$ cat config.mk
export PLATFORM = sky130hd
export DESIGN_NAME = ft232h_frame_rx_flat
export DESIGN_NICKNAME = d
export VERILOG_FILES = /design/src/rtl/ft232h_pkg.sv /design/src/rtl/ft232h_frame_rx_if.sv /design/src/rtl/ft232h_byte_rd.sv /design/src/rtl/ft232h_frame_rx.sv /design/src/flat_wrapper.sv
export SDC_FILE = /design/constraint.sdc
export NUM_CORES = 1
export LEC_CHECK = 0
export BUFFER_PORTS_ARGS = -buffer_cell sky130_fd_sc_hd__buf_2
export CORE_ASPECT_RATIO = 0.6
export CORE_MARGIN = 2
export CORE_UTILIZATION = 50
export CTS_BUF_LIST = sky130_fd_sc_hd__clkbuf_16
export DETAILED_ROUTE_END_ITERATION = 7
export GPL_ROUTABILITY_DRIVEN = 0
export HOLD_SLACK_MARGIN = 0.05
export PLACE_DENSITY = 0.75
export SYNTH_ARGS = -nofsm -noshare
export SYNTH_HDL_FRONTEND = slang
export SYNTH_SLANG_ARGS = --single-unit
$ cat constraint.sdc
create_clock -name i_clk -period 2.72 [get_ports i_clk]
set_clock_uncertainty 0.05 [all_clocks]
set_input_delay 0.272 -clock i_clk [delete_from_list [all_inputs] [get_ports i_clk]]
set_output_delay 0.272 -clock i_clk [all_outputs]
set_load 0.01 [all_outputs]
$ cat src/rtl/ft232h_pkg.sv
// Shared types and constants for the FT232H frame receiver.
package ft232h_pkg;

    // Byte reader (RD# timing) states.
    typedef enum logic [1:0] {
        R_IDLE = 2'd0,
        R_LOW  = 2'd1,
        R_HIGH = 2'd2
    } rd_state_e;

    // Frame assembly states.
    typedef enum logic [1:0] {
        F_HUNT = 2'd0,
        F_CMD  = 2'd1,
        F_DATA = 2'd2,
        F_CHK  = 2'd3
    } frm_state_e;

    // Error codes reported on o_err_code.
    localparam logic [1:0] ERR_NONE    = 2'd0;
    localparam logic [1:0] ERR_TIMEOUT = 2'd1;
    localparam logic [1:0] ERR_CHKSUM  = 2'd2;

endpackage

$ cat src/rtl/ft232h_frame_rx_if.sv
// Pin and frame bus of the FT232H frame receiver.
// Handshake: there is no backpressure. o_data_ready and o_frame_err are
// single-cycle pulses; o_cmd/o_data are valid from the cycle o_data_ready is
// high until the next o_data_ready; o_err_code is valid with o_frame_err and
// held until the next error. The receiver never asserts both pulses together.
interface ft232h_frame_rx_if #(
    parameter int DATA_BYTES = 4
);
    logic                    i_rxf_n;
    logic [7:0]              i_data_in;
    logic                    o_rd_n;
    logic [7:0]              o_cmd;
    logic [8*DATA_BYTES-1:0] o_data;
    logic                    o_data_ready;
    logic                    o_frame_err;
    logic [1:0]              o_err_code;
    logic [1:0]              dbg_rd_state;
    logic [1:0]              dbg_frm_state;

    modport master (
        input  i_rxf_n, i_data_in,
        output o_rd_n, o_cmd, o_data, o_data_ready, o_frame_err, o_err_code,
        output dbg_rd_state, dbg_frm_state
    );

    modport slave (
        output i_rxf_n, i_data_in,
        input  o_rd_n, o_cmd, o_data, o_data_ready, o_frame_err, o_err_code,
        input  dbg_rd_state, dbg_frm_state
    );
endinterface

$ cat src/rtl/ft232h_byte_rd.sv
// RXF# synchroniser and RD# timing FSM; emits one byte_vld pulse per read.
module ft232h_byte_rd
    import ft232h_pkg::*;
#(
    parameter int RD_LOW_CYC  = 2,
    parameter int RD_HIGH_CYC = 2
) (
    input  logic       i_clk,
    input  logic       i_rst_n,
    input  logic       i_rxf_n,
    input  logic [7:0] i_data_in,
    output logic       o_rd_n,
    output logic [7:0] o_byte,
    output logic       o_byte_vld,
    output logic [1:0] o_state
);
    localparam logic [7:0] LOW_LAST  = 8'(RD_LOW_CYC - 1);
    localparam logic [7:0] HIGH_LAST = 8'(RD_HIGH_CYC - 1);

    logic      rxf_meta;
    logic      rxf_sync;
    rd_state_e state;
    logic [7:0] cnt;

    assign o_state = state;

    // Two-flop synchroniser for the asynchronous RXF# pin; idles as "empty".
    always_ff @(posedge i_clk or negedge i_rst_n) begin
        if (!i_rst_n) begin
            rxf_meta <= 1'b1;
            rxf_sync <= 1'b1;
        end else begin
            rxf_meta <= i_rxf_n;
            rxf_sync <= rxf_meta;
        end
    end

    // RD# strobe: low for RD_LOW_CYC cycles, sample D on the last low cycle,
    // then high for RD_HIGH_CYC cycles. D itself needs no synchroniser since
    // it has been stable for the whole low phase when it is captured.
    always_ff @(posedge i_clk or negedge i_rst_n) begin
        if (!i_rst_n) begin
            state      <= R_IDLE;
            cnt        <= 8'd0;
            o_rd_n     <= 1'b1;
            o_byte     <= 8'd0;
            o_byte_vld <= 1'b0;
        end else begin
            o_byte_vld <= 1'b0;
            case (state)
                R_IDLE: begin
                    if (!rxf_sync) begin
                        o_rd_n <= 1'b0;
                        cnt    <= 8'd0;
                        state  <= R_LOW;
                    end
                end
                R_LOW: begin
                    if (cnt == LOW_LAST) begin
                        o_byte     <= i_data_in;
                        o_byte_vld <= 1'b1;
                        o_rd_n     <= 1'b1;
                        cnt        <= 8'd0;
                        state      <= R_HIGH;
                    end else begin
                        cnt <= cnt + 8'd1;
                    end
                end
                R_HIGH: begin
                    if (cnt == HIGH_LAST) begin
                        cnt   <= 8'd0;
                        state <= R_IDLE;
                    end else begin
                        cnt <= cnt + 8'd1;
                    end
                end
                default: begin
                    o_rd_n <= 1'b1;
                    state  <= R_IDLE;
                end
            endcase
        end
    end
endmodule

$ cat src/rtl/ft232h_frame_rx.sv
// FT232H frame receiver: header hunt, cmd + payload assembly, checksum check
// and inter-byte timeout. Only validated frames reach o_cmd/o_data.
module ft232h_frame_rx
    import ft232h_pkg::*;
#(
    parameter int          DATA_BYTES  = 4,
    parameter int          USE_HEADER  = 1,
    parameter logic [7:0]  HEADER_BYTE = 8'hAB,
    parameter int          USE_CHKSUM  = 1,
    parameter int          RD_LOW_CYC  = 2,
    parameter int          RD_HIGH_CYC = 2,
    parameter logic [15:0] TIMEOUT_CYC = 16'd50000
) (
    input  logic                  i_clk,
    input  logic                  i_rst_n,
    ft232h_frame_rx_if.master     bus
);
    localparam int         DW       = 8 * DATA_BYTES;
    localparam frm_state_e START_ST = (USE_HEADER != 0) ? F_HUNT : F_CMD;
    localparam logic [3:0] IDX_LAST = 4'(DATA_BYTES - 1);

    logic [7:0]  rx_byte;
    logic        byte_vld;
    logic        rd_n;
    logic [1:0]  rd_state;

    frm_state_e  frm_state;
    logic [7:0]  sh_cmd;
    logic [DW-1:0] sh_data;
    logic [DW-1:0] data_next;
    logic [7:0]  acc;
    logic [3:0]  idx;
    logic [15:0] gap_cnt;
    logic        timeout_hit;

    logic [7:0]    cmd_q;
    logic [DW-1:0] data_q;
    logic          ready_q;
    logic          err_q;
    logic [1:0]    code_q;

    ft232h_byte_rd #(
        .RD_LOW_CYC  (RD_LOW_CYC),
        .RD_HIGH_CYC (RD_HIGH_CYC)
    ) u_byte_rd (
        .i_clk      (i_clk),
        .i_rst_n    (i_rst_n),
        .i_rxf_n    (bus.i_rxf_n),
        .i_data_in  (bus.i_data_in),
        .o_rd_n     (rd_n),
        .o_byte     (rx_byte),
        .o_byte_vld (byte_vld),
        .o_state    (rd_state)
    );

    assign bus.o_rd_n        = rd_n;
    assign bus.o_cmd         = cmd_q;
    assign bus.o_data        = data_q;
    assign bus.o_data_ready  = ready_q;
    assign bus.o_frame_err   = err_q;
    assign bus.o_err_code    = code_q;
    assign bus.dbg_rd_state  = rd_state;
    assign bus.dbg_frm_state = frm_state;

    // A byte arriving in the same cycle always beats the timeout.
    assign timeout_hit = (TIMEOUT_CYC != 16'd0) && (frm_state != START_ST) &&
                         !byte_vld && (gap_cnt == TIMEOUT_CYC - 16'd1);

    // Shadow payload with the current byte merged in, first byte in the MSBs.
    always_comb begin
        data_next = sh_data;
        for (int i = 0; i < DATA_BYTES; i++) begin
            if (byte_vld && frm_state == F_DATA && idx == 4'(DATA_BYTES - 1 - i))
                data_next[8*i +: 8] = rx_byte;
        end
    end

    // Frame FSM, checksum accumulator, gap counter and output registers.
    always_ff @(posedge i_clk or negedge i_rst_n) begin
        if (!i_rst_n) begin
            frm_state <= START_ST;
            sh_cmd    <= 8'd0;
            sh_data   <= '0;
            acc       <= 8'd0;
            idx       <= 4'd0;
            gap_cnt   <= 16'd0;
            cmd_q     <= 8'd0;
            data_q    <= '0;
            ready_q   <= 1'b0;
            err_q     <= 1'b0;
            code_q    <= ERR_NONE;
        end else begin
            ready_q <= 1'b0;
            err_q   <= 1'b0;
            if (byte_vld)
                gap_cnt <= 16'd0;
            else if (frm_state != START_ST && TIMEOUT_CYC != 16'd0)
                gap_cnt <= gap_cnt + 16'd1;

            if (timeout_hit) begin
                frm_state <= START_ST;
                gap_cnt   <= 16'd0;
                err_q     <= 1'b1;
                code_q    <= ERR_TIMEOUT;
            end else if (byte_vld) begin
                case (frm_state)
                    F_HUNT: begin
                        if (rx_byte == HEADER_BYTE)
                            frm_state <= F_CMD;
                    end
                    F_CMD: begin
                        sh_cmd    <= rx_byte;
                        acc       <= rx_byte;
                        idx       <= 4'd0;
                        frm_state <= F_DATA;
                    end
                    F_DATA: begin
                        sh_data <= data_next;
                        acc     <= acc + rx_byte;
                        if (idx == IDX_LAST) begin
                            if (USE_CHKSUM != 0) begin
                                frm_state <= F_CHK;
                            end else begin
                                cmd_q     <= sh_cmd;
                                data_q    <= data_next;
                                ready_q   <= 1'b1;
                                frm_state <= START_ST;
                            end
                        end else begin
                            idx <= idx + 4'd1;
                        end
                    end
                    F_CHK: begin
                        if (rx_byte == acc) begin
                            cmd_q   <= sh_cmd;
                            data_q  <= sh_data;
                            ready_q <= 1'b1;
                        end else begin
                            err_q  <= 1'b1;
                            code_q <= ERR_CHKSUM;
                        end
                        frm_state <= START_ST;
                    end
                    default: frm_state <= START_ST;
                endcase
            end
        end
    end
endmodule

$ cat src/flat_wrapper.sv
// flat-port wrapper written by rule: the top's interface ports become plain ports
module ft232h_frame_rx_flat import ft232h_pkg::*;
#(
    parameter int          DATA_BYTES  = 4,
    parameter int          USE_HEADER  = 1,
    parameter logic [7:0]  HEADER_BYTE = 8'hAB,
    parameter int          USE_CHKSUM  = 1,
    parameter int          RD_LOW_CYC  = 2,
    parameter int          RD_HIGH_CYC = 2,
    parameter logic [15:0] TIMEOUT_CYC = 16'd50000
)
  (i_clk, i_rst_n, bus_i_rxf_n, bus_i_data_in, bus_o_rd_n, bus_o_cmd, bus_o_data, bus_o_data_ready, bus_o_frame_err, bus_o_err_code, bus_dbg_rd_state, bus_dbg_frm_state);
  ft232h_frame_rx_if #(.DATA_BYTES(DATA_BYTES)) bus_i ();
  input  logic i_clk;
  input  logic i_rst_n;
  input wire logic [$bits(bus_i.i_rxf_n)-1:0] bus_i_rxf_n;
  input wire logic [$bits(bus_i.i_data_in)-1:0] bus_i_data_in;
  output wire logic [$bits(bus_i.o_rd_n)-1:0] bus_o_rd_n;
  output wire logic [$bits(bus_i.o_cmd)-1:0] bus_o_cmd;
  output wire logic [$bits(bus_i.o_data)-1:0] bus_o_data;
  output wire logic [$bits(bus_i.o_data_ready)-1:0] bus_o_data_ready;
  output wire logic [$bits(bus_i.o_frame_err)-1:0] bus_o_frame_err;
  output wire logic [$bits(bus_i.o_err_code)-1:0] bus_o_err_code;
  output wire logic [$bits(bus_i.dbg_rd_state)-1:0] bus_dbg_rd_state;
  output wire logic [$bits(bus_i.dbg_frm_state)-1:0] bus_dbg_frm_state;
  assign bus_i.i_rxf_n = bus_i_rxf_n;
  assign bus_i.i_data_in = bus_i_data_in;
  assign bus_o_rd_n = bus_i.o_rd_n;
  assign bus_o_cmd = bus_i.o_cmd;
  assign bus_o_data = bus_i.o_data;
  assign bus_o_data_ready = bus_i.o_data_ready;
  assign bus_o_frame_err = bus_i.o_frame_err;
  assign bus_o_err_code = bus_i.o_err_code;
  assign bus_dbg_rd_state = bus_i.dbg_rd_state;
  assign bus_dbg_frm_state = bus_i.dbg_frm_state;
  ft232h_frame_rx #(.DATA_BYTES(DATA_BYTES), .USE_HEADER(USE_HEADER), .HEADER_BYTE(HEADER_BYTE), .USE_CHKSUM(USE_CHKSUM), .RD_LOW_CYC(RD_LOW_CYC), .RD_HIGH_CYC(RD_HIGH_CYC), .TIMEOUT_CYC(TIMEOUT_CYC)) u_core (.i_clk(i_clk), .i_rst_n(i_rst_n), .bus(bus_i));
endmodule
======== Word-level counts from Yosys, hierarchy flattened ========
Index checks and enable logic that the tools add are counted.
cells by class
  $add $sub $neg .......................... 4
  reduce and logical (&&, ||, !) cells .... 32
  bitwise logic cells ..................... 2
  muxes and demuxes ....................... 35
  equal/unequal tests ..................... 19
operator list
  cell                                           number
  two-way mux 16 bit                             3
  one-hot mux 8 bit (2 select lines)             2
  AND reduction 4 bit                            6
  two-way mux 2 bit                              11
  AND reduction 3 bit                            6
  adder 16 x 1 -> 16 bit, second input constant  1
  == test 16 bit, second input constant          1
  two-way mux 8 bit                              2
  two-way mux 1 bit                              12
  nonzero test 2 bit                             5
  adder 8 x 1 -> 8 bit, second input constant    1
  adder 8 bit                                    1
  == test 4 x 2 -> 1 bit, second input constant  2
  == test 8 x 1 -> 1 bit, second input constant  1
  == test 8 bit                                  1
  == test 8 bit, second input constant           1
  != test 2 bit, second input constant           4
  one-hot mux 2 bit (4 select lines)             1
  one-hot mux 4 bit (2 select lines)             1
  logical AND 1 bit                              7
  == test 2 bit, second input constant           3
  one-hot mux 2 bit (3 select lines)             1
  adder 4 x 1 -> 4 bit, second input constant    1
  == test 2 x 1 -> 1 bit, second input constant  2
  other kinds (13)                               16
storage, ports and cells
  word-level logic and storage cells ...... 113
  bits in registers ....................... 136

======== Longest topological paths before layout ========
  depth in word-level cells ............... 5
  depth in mapped cells ................... 8
  depth with buffers taken out ............ 8

======== Modules after synthesis ========
A second synthesis with hierarchy kept.
unflattened totals
  cell total of the unflattened synthesis .. 486
  area total of the unflattened synthesis .. 6386.1 µm²
modules (own cells, without submodules)
  module           instances  seq. area each (µm²)  cells an instance  area each (µm²)
  ft232h_frame_rx  1          2852.7                398                5305.1
  ft232h_byte_rd   1          554.3                 88                 1081.0

======== Worst setup path after synthesis ========
OpenSTA, ideal clock, no wires.
  path kind ............................... register -> register
  from .................................... register u_core.u_byte_rd.o_byte[5]
  to ...................................... register u_core.data_q[12], in the netlist u_core.bus.o_data[12]
  stages on the path, launching flop included .. 7
  buffers on the path ..................... 1
  library setup time ...................... 0.125 ns
  clock period less this slack ............ 2.127 ns
  path slack .............................. 0.593 ns
  data arrival time ....................... 1.952 ns
  cells stage by stage .................... dfrtp_1 -> ha_1 -> nor4_1 -> nand3_1 -> nor2_1 -> buf_2 -> mux2_2
on the way
  longest elaborated chain between the ends .. 2
ends and longest elaborated chain
  what                           line                    text
  start, declared                ft232h_byte_rd.sv:13    output logic [7:0] o_byte,
  start signal, assigned         ft232h_byte_rd.sv:60    o_byte <= i_data_in;
  == test 8 bit                  ft232h_frame_rx.sv:134  if (rx_byte == acc) begin
  AND reduction 4 bit (no line)  -
  end signal, assigned           ft232h_frame_rx.sv:125  data_q <= data_next;
  end signal, assigned           ft232h_frame_rx.sv:136  data_q <= sh_data;
  end, declared                  ft232h_frame_rx.sv:37   logic [DW-1:0] data_q;
No other way between the ends.
A chain may end at the register's enable or synchronous reset.

======== Worst setup path after layout ========
  from .................................... register u_core.u_byte_rd.o_byte[6]
  to ...................................... register u_core.data_q[22], in the netlist u_core.bus.o_data[22]
Same word-level chain as after synthesis.

==> results.cfg <==
[clock_network]
clock_sinks = 136
clk_pin_slew_ns = 0.06
cts_buffer_depth = 2
worstSkewPairLatency_ns = 0.42
cts_tree = built
ctsRootBufferMaster = clkbuf_16
cts_inserted_buffers = 17
h-tree-depth = 4

[power]
power_frac_seq_pct = 37.3
power_density_nw_per_um2 = 899.6
switching_share_pct = 33.21
leakage_nw = 3.722
max-vdd-ir-drop_mv = 0.5708
switching_power_mw = 2.216
clockPowerShare_pct = 34.1
combPwrFrac_pct = 28.5
p_int_mw = 4.457

[die]
rows = 31
chipHeight_um = 90.06
die_area_um2 = 13280
die_w_um = 147.4
core_area_um2 = 12060
start_util_pct = 51.16
io-pin-count = 60

[flow_run]
cap_violations = 0

[global_route]
antenna_found_initial = 0
grt-ovfl-total = 0
grt_pass1_vias = 4360
track_usage_pct = 21.63
grt_max_degree = 56
grt_pass1_wl_um = 22360

[sta]
fmax_mhz = 419.9
rsz0062_at_grt = no
setup-tns-final_ns = 0
worst_pin_slew_ns = 0.7011
post-route-period-util_pct = 87.55
setup_viol = 0
slew_headroom_pct = 53.26
slew_violations = 0
min_period_ns = 2.381
finalHoldViolations = 0

[finish]
drive_gt1_share_pct = 32.78
fin_area_um2 = 7417
syn_to_final_growth_pct = 20.19
n_antenna_cell = 0
fillers = 903
nNetsFinal = 628

[detailed_routing]
num_vias = 4226
vias_per_cell = 5.474
first_pass_iters = 5
wl_um = 13580
drtIter0Drc = 344
drc = 0
wl_per_cell_um = 17.59
ant_nets = 0

[worst_hold_path]
min_from = bus_i_data_in[7]
hold_class = in -> reg
min_to = u_core.u_byte_rd.o_byte[7]$_DFFE_PN0P_
hold_path_depth = 2

[yosys]
synthArstFlopShare_pct = 100.0
ys_warn_count = 0
ys_seq_elements = 136
synth_edf_count = 0
syn_inst = 508
ys.flop_type = dfrtp_1
synth_cell_types = 61
post_synth.cell_area_avg_um2 = 12.15
syn_area_um2 = 6171
synth.net_count = 541
synth-seq-area-share_pct = 55.21

[setup_path]
rrSetupSlack_ns = 0.34
cp-end-kind = flop
critPathMaxStageDelay_ns = 0.50
reg2reg_from = u_core.u_byte_rd.o_byte[6]$_DFFE_PN0P_
crit_type = reg -> reg
worst-path-max-fanout = 41
cpMaxStageDelayCell = dfrtp_1
rr_worst_depth = 6
rr_endpoint = u_core.bus.o_data[22]$_DFFE_PN0P_
cp-start-kind = flop
crit_required_ns = 2.96
worst_ep_arrival_time_ns = 2.62
crit_chain = ha_1 -> nor4_1 -> nand3_1 -> nor2_4 -> buf_12 -> mux2_2

[place]
io_buffers = 59
dp_hpwl_um = 9379
dpl-instance-area_um2 = 6763

[outcome]
status = finished clean
-- through the flow --
stage | hold slack, ns | setup slack (ns) | util (%) | cells | total power, mW
floorplan | -0.07359 | 0.5931 | - | 508 | 3.716
global placement | 0.2969 | 0.4754 | 56.06 | 734 | 4.253
detailed placement | 0.2981 | 0.4237 | 56.06 | 734 | 4.365
CTS | 0.05630 | 0.3805 | 61.49 | 772 | 6.680
global route | 0.05919 | 0.1889 | 61.49 | 772 | 7.010
finish | 0.06980 | 0.3386 | 61.49 | 772 | 6.673
-- what timing repair did --
item                                   4_1_cts  5_1_grt
gates resized for setup                      0        0
buffers inserted                             0        0
hold buffers                                 7        0
endpoints found under the hold margin       57        0
-- cell usage after synthesis (2+ instances only) --
cell      number  share of area [%]
nand4b_1       2               0.28
and2_1         4               0.41
o31a_1         2               0.28
dfrtp_1      133                 54
nand4_1       11                1.1
dfstp_2        3                1.3
inv_1         15               0.91
clkbuf_1       7               0.43
mux2_2        81                 15
buf_2          4               0.32
ha_1          21                4.3
mux2_1         2               0.36
a211oi_1       2               0.24
a22o_1         5               0.71
nand2_1       44                2.7
nor3b_1        5               0.61
nor3_1         8               0.65
nand2b_1       5               0.51
o21a_1         2               0.24
o21ai_0       26                2.1
mux2i_1        8                1.3
a21o_1         3               0.36
a21oi_1       11               0.89
xor2_1        13                1.8
or4_4          3               0.55
nand3_1        9               0.73
xnor2_1        7               0.99
nor2_1        37                2.3
nor2b_1        3               0.30
-- cell families (layout without fill, tap and decap cells) --
| family | count (synthesis) | after routing | share of synthesized area (%) |
|---|---|---|---|
| buf+inv | 29 | 128 | 1.906 |
| fa+ha+maj | 22 | 22 | 4.582 |
| compound gates | 65 | 65 | 6.874 |
| flops | 136 | 136 | 55.21 |
| mux | 91 | 91 | 16.44 |
| xor+xnor | 20 | 20 | 2.839 |
| simple gates | 145 | 145 | 12.15 |
-- metal layers --
metal  global-route usage, %  wire [um]  vias to the layer above
met5                       0          0                        -
met4                   7.853        248                        0
met3                   6.091        796                       26
met2                   33.18       6222                      133
met1                   29.63       6309                     2090
li1                        -          -                     1977
-- flip-flops by register name, indices dropped and copies added (netlist names) --
register,flops
u_core.bus.o_cmd,8
u_core.u_byte_rd.o_rd_n,1
u_core.u_byte_rd.o_state,2
u_core.bus.o_data_ready,1
u_core.u_byte_rd.rxf_sync,1
u_core.bus.o_err_code,2
u_core.acc,8
u_core.u_byte_rd.o_byte,8
u_core.bus.dbg_frm_state,2
u_core.gap_cnt,16
u_core.bus.o_frame_err,1
u_core.u_byte_rd.rxf_meta,1
u_core.idx,4
u_core.u_byte_rd.o_byte_vld,1
u_core.sh_data,32
u_core.sh_cmd,8
u_core.bus.o_data,32
u_core.u_byte_rd.cnt,8
-- worst max path at each step --
stage	slack, ns	end	startpoint	depth (start not counted)
6_report	0.34	u_core.bus.o_data[22]$_DFFE_PN0P_	u_core.u_byte_rd.o_byte[6]$_DFFE_PN0P_	6
5_1_grt	0.19	u_core.bus.o_data[22]$_DFFE_PN0P_	u_core.u_byte_rd.o_byte[6]$_DFFE_PN0P_	6
4_1_cts	0.38	u_core.bus.o_data[2]$_DFFE_PN0P_	u_core.u_byte_rd.o_byte[6]$_DFFE_PN0P_	6
3_5_place_dp	0.42	u_core.bus.o_data[11]$_DFFE_PN0P_	u_core.u_byte_rd.o_byte[6]$_DFFE_PN0P_	6
3_3_place_gp	0.48	u_core.bus.o_data[2]$_DFFE_PN0P_	u_core.u_byte_rd.o_byte[6]$_DFFE_PN0P_	6
2_1_floorplan	0.59	u_core.bus.o_data[12]$_DFFE_PN0P_	u_core.u_byte_rd.o_byte[5]$_DFFE_PN0P_	6
-- cells in the final DEF (no fill, tap or decap), types with 13 or more instances in the layout --
cell type	n
inv_1	17
nor2_1	36
ha_1	21
mux2_2	81
nand2_1	44
clkbuf_16	17
buf_4	14
xor2_1	13
dfrtp_1	133
o21ai_0	26
buf_2	58
-- critical path, delay by kind of cell (launching register included) --
family / cells / cell delay, ns
flip-flops: 1 / 0.50
adder cells (fa/ha/maj): 1 / 0.43
buffers and inverters: 1 / 0.25
multiplexers: 1 / 0.37
AND/OR/NAND/NOR: 3 / 0.64
-- area by class of cell --
| class | instances | area [um2] | area share (%) |
|---|---|---|---|
| Sequential cell | 136 | 3407 | 45.93 |
| Multi-Input combinational cell | 343 | 2654 | 35.78 |
| Timing Repair Buffer | 81 | 505.5 | 6.815 |
| Clock buffer | 17 | 425.4 | 5.735 |
| Tap cell | 165 | 206.4 | 2.783 |
| Clock inverter | 14 | 158.9 | 2.142 |
| Inverter | 16 | 60.06 | 0.8097 |
-- power by group through the flow --
stage	sequential (mW)	clock (mW)	combinational [mW]
3_3_place_gp	2.50	0	1.75
2_1_floorplan	2.50	0	1.22
6_report	2.49	2.28	1.90
3_5_place_dp	2.51	0	1.85
4_1_cts	2.48	2.31	1.89
5_1_grt	2.51	2.41	2.08
Note: power is estimated with default switching activity, not from simulation.
